[src/rtl/udma_eth_tx_controller.sv]
// udma_eth_tx_controller
// Transmit-side controller for the uDMA Ethernet peripheral. Frame lengths
// queued by software are popped one at a time. Each one arms the uDMA TX
// channel for that many bytes. The bytes are then forwarded from the TX
// buffer onto an AXI-Stream master toward the MAC, with TLAST on the final
// byte.
//
// Build option: define UDMA_ETH_TX_PAD_EN to extend short frames (< 60 bytes)
// to 60 bytes with internally generated 0x00 pad bytes.
module udma_eth_tx_controller #(
    parameter int unsigned L2_AWIDTH_NOAL  = 12,
    parameter int unsigned TRANS_SIZE      = 16,
    parameter int unsigned LEN_QUEUE_DEPTH = 4,
    parameter int unsigned MAX_FRAME_LEN   = 1518
) (
    input  logic                      sys_clk_i,
    input  logic                      sys_rst_i,

    input  logic [L2_AWIDTH_NOAL-1:0] reg_tx_startaddr_i,
    input  logic [10:0]               reg_tx_len_i,
    input  logic                      reg_tx_push_i,
    output logic                      reg_tx_queue_full_o,
    output logic                      reg_tx_busy_o,

    output logic [L2_AWIDTH_NOAL-1:0] cfg_tx_startaddr_o,
    output logic [TRANS_SIZE-1:0]     cfg_tx_size_o,
    output logic [1:0]                cfg_tx_datasize_o,
    output logic                      cfg_tx_en_o,

    input  logic [7:0]                tx_buffer_data_i,
    input  logic                      tx_buffer_valid_i,
    output logic                      tx_buffer_ready_o,

    output logic [7:0]                m_axis_tdata_o,
    output logic                      m_axis_tvalid_o,
    output logic                      m_axis_tlast_o,
    input  logic                      m_axis_tready_i,

    output logic                      eth_tx_event_o,
    output logic                      eth_error_event_o
);

    localparam int unsigned QAW     = $clog2(LEN_QUEUE_DEPTH);
    localparam logic [10:0] MAX_LEN = 11'(MAX_FRAME_LEN);
`ifdef UDMA_ETH_TX_PAD_EN
    localparam logic [10:0] MIN_LEN = 11'd60;
`endif

    typedef enum logic [1:0] {
        IDLE   = 2'd0,
        STREAM = 2'd1,
        DONE   = 2'd2
    } state_t;

    state_t state;
    state_t state_next;

    // ------------------------------------------------------------------
    // Frame-length queue
    // ------------------------------------------------------------------
    logic [10:0]    q_mem [LEN_QUEUE_DEPTH];
    logic [QAW-1:0] q_wr_ptr;
    logic [QAW-1:0] q_rd_ptr;
    logic [QAW:0]   q_count;
    logic           q_empty;
    logic           q_full;
    logic           q_pop;
    logic           q_push_ok;
    logic           q_overflow;
    logic [10:0]    q_head;

    assign q_empty    = (q_count == '0);
    assign q_full     = (q_count == (QAW+1)'(LEN_QUEUE_DEPTH));
    assign q_head     = q_mem[q_rd_ptr];
    // A push into a full queue is still accepted when the head leaves in
    // the same cycle.
    assign q_push_ok  = reg_tx_push_i && (!q_full || q_pop);
    assign q_overflow = reg_tx_push_i && q_full && !q_pop;

    // Queue storage: written on accepted pushes only.
    always_ff @(posedge sys_clk_i) begin
        if (q_push_ok) begin
            q_mem[q_wr_ptr] <= reg_tx_len_i;
        end
    end

    // Queue pointers and occupancy.
    always_ff @(posedge sys_clk_i or posedge sys_rst_i) begin
        if (sys_rst_i) begin
            q_wr_ptr <= '0;
            q_rd_ptr <= '0;
            q_count  <= '0;
        end else begin
            if (q_push_ok) begin
                q_wr_ptr <= q_wr_ptr + 1'b1;
            end
            if (q_pop) begin
                q_rd_ptr <= q_rd_ptr + 1'b1;
            end
            case ({q_push_ok, q_pop})
                2'b10:   q_count <= q_count + 1'b1;
                2'b01:   q_count <= q_count - 1'b1;
                default: q_count <= q_count;
            endcase
        end
    end

    // ------------------------------------------------------------------
    // Streaming datapath signals
    // ------------------------------------------------------------------
    logic [10:0] frame_len;
    logic [10:0] emit_len;
    logic [10:0] loaded;
    logic [7:0]  out_data;
    logic        out_valid;
    logic        out_last;
    logic        load_slot;
    logic        buf_ready;
    logic        buf_take;
    logic        pad_take;
    logic        load;
    logic        start;
    logic        bad_len;
    logic        cfg_en;
    logic        err;
    logic [TRANS_SIZE-1:0] cfg_size;

    // The output register can take a new byte when empty or draining now.
    assign load_slot = !out_valid || m_axis_tready_i;
    assign buf_ready = (state == STREAM) && load_slot && (loaded < frame_len);
    assign buf_take  = buf_ready && tx_buffer_valid_i;

`ifdef UDMA_ETH_TX_PAD_EN
    // Pad bytes are produced only after every buffer byte has been loaded.
    assign emit_len  = (frame_len < MIN_LEN) ? MIN_LEN : frame_len;
    assign pad_take  = (state == STREAM) && load_slot &&
                       (loaded >= frame_len) && (loaded < emit_len);
`else
    assign emit_len  = frame_len;
    assign pad_take  = 1'b0;
`endif

    assign load = buf_take || pad_take;

    // ------------------------------------------------------------------
    // Control FSM
    // ------------------------------------------------------------------

    // State register.
    always_ff @(posedge sys_clk_i or posedge sys_rst_i) begin
        if (sys_rst_i) begin
            state <= IDLE;
        end else begin
            state <= state_next;
        end
    end

    // Next state, queue pop and frame start/reject decisions.
    always_comb begin
        state_next = state;
        q_pop      = 1'b0;
        start      = 1'b0;
        bad_len    = 1'b0;
        unique case (state)
            IDLE: begin
                if (!q_empty) begin
                    q_pop = 1'b1;
                    if ((q_head == 11'd0) || (q_head > MAX_LEN)) begin
                        bad_len = 1'b1;
                    end else begin
                        start      = 1'b1;
                        state_next = STREAM;
                    end
                end
            end
            STREAM: begin
                if (out_valid && m_axis_tready_i && out_last) begin
                    state_next = DONE;
                end
            end
            DONE: begin
                state_next = IDLE;
            end
            default: begin
                state_next = IDLE;
            end
        endcase
    end

    // Frame length latch, uDMA programming pulse and error pulse.
    always_ff @(posedge sys_clk_i or posedge sys_rst_i) begin
        if (sys_rst_i) begin
            frame_len <= '0;
            cfg_size  <= '0;
            cfg_en    <= 1'b0;
            err       <= 1'b0;
        end else begin
            cfg_en <= start;
            err    <= q_overflow || bad_len;
            if (start) begin
                frame_len <= q_head;
                cfg_size  <= TRANS_SIZE'(q_head);
            end
        end
    end

    // Byte counter and AXI-Stream output register.
    always_ff @(posedge sys_clk_i or posedge sys_rst_i) begin
        if (sys_rst_i) begin
            loaded    <= '0;
            out_data  <= '0;
            out_valid <= 1'b0;
            out_last  <= 1'b0;
        end else begin
            if (start) begin
                loaded <= '0;
            end else if (load) begin
                loaded <= loaded + 11'd1;
            end
            if (load) begin
                out_valid <= 1'b1;
                out_data  <= buf_take ? tx_buffer_data_i : 8'h00;
                out_last  <= (loaded == emit_len - 11'd1);
            end else if (m_axis_tready_i) begin
                out_valid <= 1'b0;
                out_last  <= 1'b0;
            end
        end
    end

    // ------------------------------------------------------------------
    // Outputs
    // ------------------------------------------------------------------
    assign reg_tx_queue_full_o = q_full;
    assign reg_tx_busy_o       = (state != IDLE) || !q_empty;
    assign cfg_tx_startaddr_o  = reg_tx_startaddr_i;
    assign cfg_tx_size_o       = cfg_size;
    assign cfg_tx_datasize_o   = 2'b00;
    assign cfg_tx_en_o         = cfg_en;
    assign tx_buffer_ready_o   = buf_ready;
    assign m_axis_tdata_o      = out_data;
    assign m_axis_tvalid_o     = out_valid;
    assign m_axis_tlast_o      = out_last;
    assign eth_tx_event_o      = (state == DONE);
    assign eth_error_event_o   = err;

endmodule

[config.mk]
export PLATFORM = sky130hd
export DESIGN_NAME = udma_eth_tx_controller
export DESIGN_NICKNAME = d
export VERILOG_FILES = /design/src/rtl/udma_eth_tx_controller.sv
export SDC_FILE = /design/constraint.sdc
export NUM_CORES = 1
export LEC_CHECK = 0
export ABC_CLOCK_PERIOD_IN_PS = 4900
export BUFFER_PORTS_ARGS = -buffer_cell sky130_fd_sc_hd__buf_4
export CAP_MARGIN = 25
export CORE_ASPECT_RATIO = 0.7
export CORE_MARGIN = 2
export CORE_UTILIZATION = 52
export DETAILED_ROUTE_END_ITERATION = 8
export PLACE_DENSITY = 0.87
export SETUP_SLACK_MARGIN = 0.4
export SYNTH_ARGS = -nofsm -noshare
export SYNTH_HDL_FRONTEND = slang
export SYNTH_SLANG_ARGS = --single-unit
[constraint.sdc]
create_clock -name sys_clk_i -period 4.9 [get_ports sys_clk_i]
set_input_delay 0.735 -clock sys_clk_i [delete_from_list [all_inputs] [get_ports sys_clk_i]]
set_output_delay 0.735 -clock sys_clk_i [all_outputs]
set_load 0.005 [all_outputs]
After elaboration in Yosys (flattened, before gate mapping)
Memory sizes are Yosys's and may differ from the RTL's.
Index checks and enable logic that the tools add are counted.

cells by class
  order comparisons = 2
  reductions and logical operators = 25
  equality and inequality tests = 9
  muxes and demuxes = 20
  add/sub/neg operators = 6

operators by type and width
  cell                                                                   count
  11-bit 2-to-1 mux                                                      2
  1-bit 2-to-1 mux                                                       13
  11-bit by 1-bit adder with 11-bit output, second input constant        1
  11-bit equality test                                                   1
  11-bit > comparator, second input constant                             1
  11-bit zero test                                                       1
  11-bit less-than comparator                                            1
  11-bit by 1-bit subtractor with 11-bit output, second input constant   1
  1-bit logical AND                                                      8
  2-bit nonzero test                                                     4
  2-bit 2-to-1 mux                                                       3
  3-bit one-hot mux with 2 select lines                                  1
  1-bit logical OR                                                       5
  2-bit by 1-bit adder with 2-bit output, second input constant          2
  2-bit by 1-bit equality test with 1-bit output, second input constant  2
  2-bit equality test, second input constant                             2
  1-bit zero test                                                        4
  2-bit != test, second input constant                                   2
  2-bit one-hot mux with 2 select lines                                  1
  3-bit by 1-bit adder with 3-bit output, second input constant          1
  3-bit equality test, second input constant                             1
  3-bit zero test                                                        1
  3-bit AND reduction                                                    1
  3-bit by 1-bit subtractor with 3-bit output, second input constant     1
  2 further kinds                                                        2

storage, ports and cells
  logic and storage cells = 74
  bits in writable memories = 44
  register bits = 43
  output and inout bits = 46
  memories kept = 1

memories
  memory  depth  bits a word  rd ports  clocked after Yosys merged registers in  wr ports  line  text
  q_mem   4      11           1         0                                        1         61    logic [10:0] q_mem [LEN_QUEUE_DEPTH];

Longest topological paths before layout
  depth in word-level cells = 7
  depth in mapped cells = 11
  mapped depth without buffers = 9

Worst setup path after synthesis
OpenSTA, ideal clock, no wires.

  path kind = reg-to-output
  start = register frame_len[1], in the netlist emit_len[1]
  end = output port tx_buffer_ready_o
  setup slack = 2504 ps
  stages on the path, launching flop included = 9
  arrival time = 1661 ps
  cells stage by stage = dfrtp_1 inv_1 ha_1 nor2b_1 o21ai_0 a211o_1 a21oi_1 clkbuf_1 nor2_1

between the ends
  word-level cells in the longest chain between the ends = 2

RTL lines
  what                         line  text
  from (decl)                  111   logic [10:0] frame_len;
  from (signal assigned)       201   frame_len <= q_head;
  11-bit less-than comparator  130   assign buf_ready = (state == STREAM) && load_slot && (loaded < frame_len);
  1-bit logical AND            130
  to (decl)                    32    output logic tx_buffer_ready_o,

Every way passes these cells.

Worst setup path after layout
Ends and elaborated chain as after synthesis.

==> results.toml <==
[cts]
cts.sinks = 87
cts_inserted_buffers = 9
cts_tree = "yes"
clock_latency_ps = 330
holdBufCountCts = 0
cts_resized = 0
cts_setup_buffers = 0
ctsRootBufferMaster = "clkbuf_16"
cts_buffer_depth = 2
clkTransAtPathRegs_ps = 60
h-tree-depth = 3

[timing]
hold_viol_final = 0
finClkSkew_ps = 5.02
fin_crit_sh = 0.666
period_minus_slack_ps = 3260
setup_ws_ps = 1640
setup_viol = 0
drv_slew = 0
tightest_slew_ps = 792
rsz0062_at_grt = "no"
slew_headroom = 0.472
fin_tns_setup_ps = 0
clock.fmax_ghz = 0.306

[power_and_ir_drop]
comb_power_share = 0.394
p_leak_nw = 2.05
seqPwrFrac = 0.398
peakVddDrop_v = 0.000341
netSwitchingFraction = 0.369
p_switching_mw = 1.10
powerDensity_nw_per_um2 = 605
clkPwrFrac = 0.208
internal-power_mw = 1.88
power_mw = 2.99

[route]
viasPerCell = 5.79
via_count = 2832
wl_per_cell_microns = 18.3
drc_errors = 0
drt-total-wl_mm = 8.93
dr.first_iter.drc_count = 206
antenna_left = 0
drtPass1Iterations = 5

[min_path]
min-delay-start = "q_count[2]$_DFFE_PP0P_"
whs_endpoint = "q_count[2]$_DFFE_PP0P_"
min-delay-path-class = "reg2reg"
hold_path_depth = 1

[critical_path]
critPathSlowestCell = "a21oi_1"
r2r_cells = 8
rr_startpoint = "q_rd_ptr[0]$_DFFE_PP0N_"
cp_top_family = "compound AO/OA/AOI/OAI gates"
cp_num_buf_inv = 2
arrival_ps = 2530
critPathKind = "reg2out"
critPathMaxFanout = 11
cp-end-kind = "primary output"
r2r_end = "emit_len[10]$_DFFE_PP0P_"
crit_path_start_kind = "flip-flop"
worstPathCellList = "inv_1 -> ha_1 -> nor2b_1 -> o21ai_0 -> a211o_1 -> a21oi_1 -> nor2_1 -> buf_4"
critPathMaxStageDelay_ps = 620
r2r_setup_slack_ps = 1890
worst_ep_required_time_ps = 4160

[global_route]
gr-usage-all-layers = 0.210
grt_max_degree = 44
grt_pass1_wl_mm = 14.7
antenna_found_initial = 0
globalRoute.totalOverflow = 0
grt-busiest-layer = "met2"
grtUsageMet1 = 0.280
use_met2 = 0.329
use_met3 = 0.0619
grt_pass1_vias = 3007

[logic_synthesis]
synth.cell_area_sq_um = 4350
synth_top_area_cell = "edfxtp_1"
ys_top_cells_by_area = "edfxtp_1 (30%), dfrtp_1 (25%), xnor2_1 (5.4%)"
synthesis.yosys.warnings = 0
synth_top_area_frac = 0.304
async_flop_share = 0.494
avgSynthCellArea_sq_um = 12.6
synth_edf_count = 44
netlist_instances = 345
synth-seq-cells = 87
synth-main-ff-cell = "edfxtp_1"
synth.distinct_cells = 47
ys_seq_area_frac = 0.552

[floorplanning]
fp.coreArea_sq_um = 7970
die_w_microns = 113
pin_count = 82
rows = 27
die_area_sq_um = 9120
die_y_microns = 80.5
start_util = 0.545

[placement]
dp_hpwl_mm = 6.30
post-place-ws_ps = 1900
portBuffers = 50
place.gp.congestion = 0.826

[cells_and_area]
area_delta_synth_final_pct = 13.6
nNetsFinal = 437
post-route-util = 0.620
antenna_cells = 0
drive_gt1_frac = 0.258

[job]
max_cap_violations = 0

[status]
status = "complete, no violations"
==> routing by layer <==
| metal | up-vias | routed length [microns] |
|---|---|---|
| met1 | 1400 | 3940 |
| li1 | 1274 | - |
| met3 | 24 | 713 |
| met4 | 0 | 187 |
| met5 | - | 0 |
| met2 | 134 | 4100 |
==> layout make-up <==
type                    instances  area (sq um)
multi-input cells             211          1670
flip-flops and latches         87          2400
repair buffers                 52           390
clock buffers                   9           225
clock inverters                 7          47.5
inverters                      22          82.6
fillers                       600          3030
well taps                     101           126
==> synthesized netlist by cell type (5+ instances only) <==
cell type / count
edfxtp_1: 44
dfrtp_1: 43
nand2_1: 27
xnor2_1: 27
inv_1: 22
nor2_1: 20
buf_4: 19
ha_1: 17
nor3_1: 12
o21ai_2: 11
mux2_2: 9
mux4_1: 7
nor4_1: 7
clkbuf_1: 6
nand3_1: 6
a21oi_1: 5
nand4_1: 5
==> logic make-up after synthesis <==
group / after synthesis / share of synthesized area
buffers and inverters: 53 / 0.0694
AOI/OAI and AO/OA: 33 / 0.0550
xor gates and xnor gates: 31 / 0.0625
DFF: 87 / 0.552
muxes: 21 / 0.0887
adders and majority gates: 18 / 0.0535
other: 1 / 0.000863
and+or+nand+nor: 101 / 0.119
==> sequential cells by signal, indices dropped and copies added (netlist names) <==
| signal | flops |
|---|---|
| emit_len | 11 |
| eth_error_event_o | 1 |
| q_count | 3 |
| m_axis_tdata_o | 8 |
| state | 2 |
| loaded | 11 |
| m_axis_tlast_o | 1 |
| q_rd_ptr | 2 |
| q_wr_ptr | 2 |
| q_mem | 44 |
| m_axis_tvalid_o | 1 |
| cfg_tx_en_o | 1 |
==> power groups by stage <==
stage / Combinational (mW) / Clock [mW] / Sequential, mW
2_1_floorplan: 0.854 / 0 / 1.12
3_3_place_gp: 1.10 / 0 / 1.18
3_5_place_dp: 1.16 / 0 / 1.20
4_1_cts: 1.17 / 0.630 / 1.19
5_1_grt: 1.29 / 0.661 / 1.21
6_report: 1.18 / 0.621 / 1.19
==> worst register-to-register path: stages (launching register included) <==
cell and delay (ps):
dfrtp_1 790, mux4_1 700, a41oi_1 280, nor2_1 70
o21a_1 230, nor3_4 200, buf_4 400, nand2_1 180
o21ai_2 80
==> worst max path at each step <==
| stage | to | startpoint | depth (start not counted) | slack [ps] |
|---|---|---|---|---|
| floorplan | tx_buffer_ready_o | emit_len[1]$_DFFE_PP0P_ | 8 | 2500 |
| global placement | state[0]$_DFFE_PP0P_ | q_rd_ptr[0]$_DFFE_PP0N_ | 7 | 2030 |
| detailed placement | state[0]$_DFFE_PP0P_ | q_rd_ptr[0]$_DFFE_PP0N_ | 7 | 1900 |
| CTS | tx_buffer_ready_o | emit_len[1]$_DFFE_PP0P_ | 8 | 1660 |
| global route | tx_buffer_ready_o | emit_len[1]$_DFFE_PP0P_ | 8 | 1470 |
| finish | tx_buffer_ready_o | emit_len[1]$_DFFE_PP0P_ | 8 | 1640 |
==> per-stage QoR <==
| step | instances | hold WS, ps | cell area (sq um) |
|---|---|---|---|
| 6_report | 489 | 498 | 4940 |
| 5_1_grt | 489 | 527 | 4940 |
| 4_1_cts | 489 | 496 | 4940 |
| 3_5_place_dp | 473 | 486 | 4670 |
| 3_3_place_gp | 473 | 479 | 4670 |
| 2_1_floorplan | 351 | 459 | 4370 |
==> cells in the final DEF (no fill, tap or decap), types with 6 or more instances in the layout <==
cell,n
mux4_1,7
o21ai_2,11
inv_1,21
mux2_2,9
clkbuf_16,9
nand3_1,6
ha_1,17
nor4_1,7
nand2_1,27
nor2_1,20
xnor2_1,27
buf_4,52
conb_1,7
nor3_1,12
edfxtp_1,44
dfrtp_1,43
Note: power is estimated with default switching activity, not from simulation.
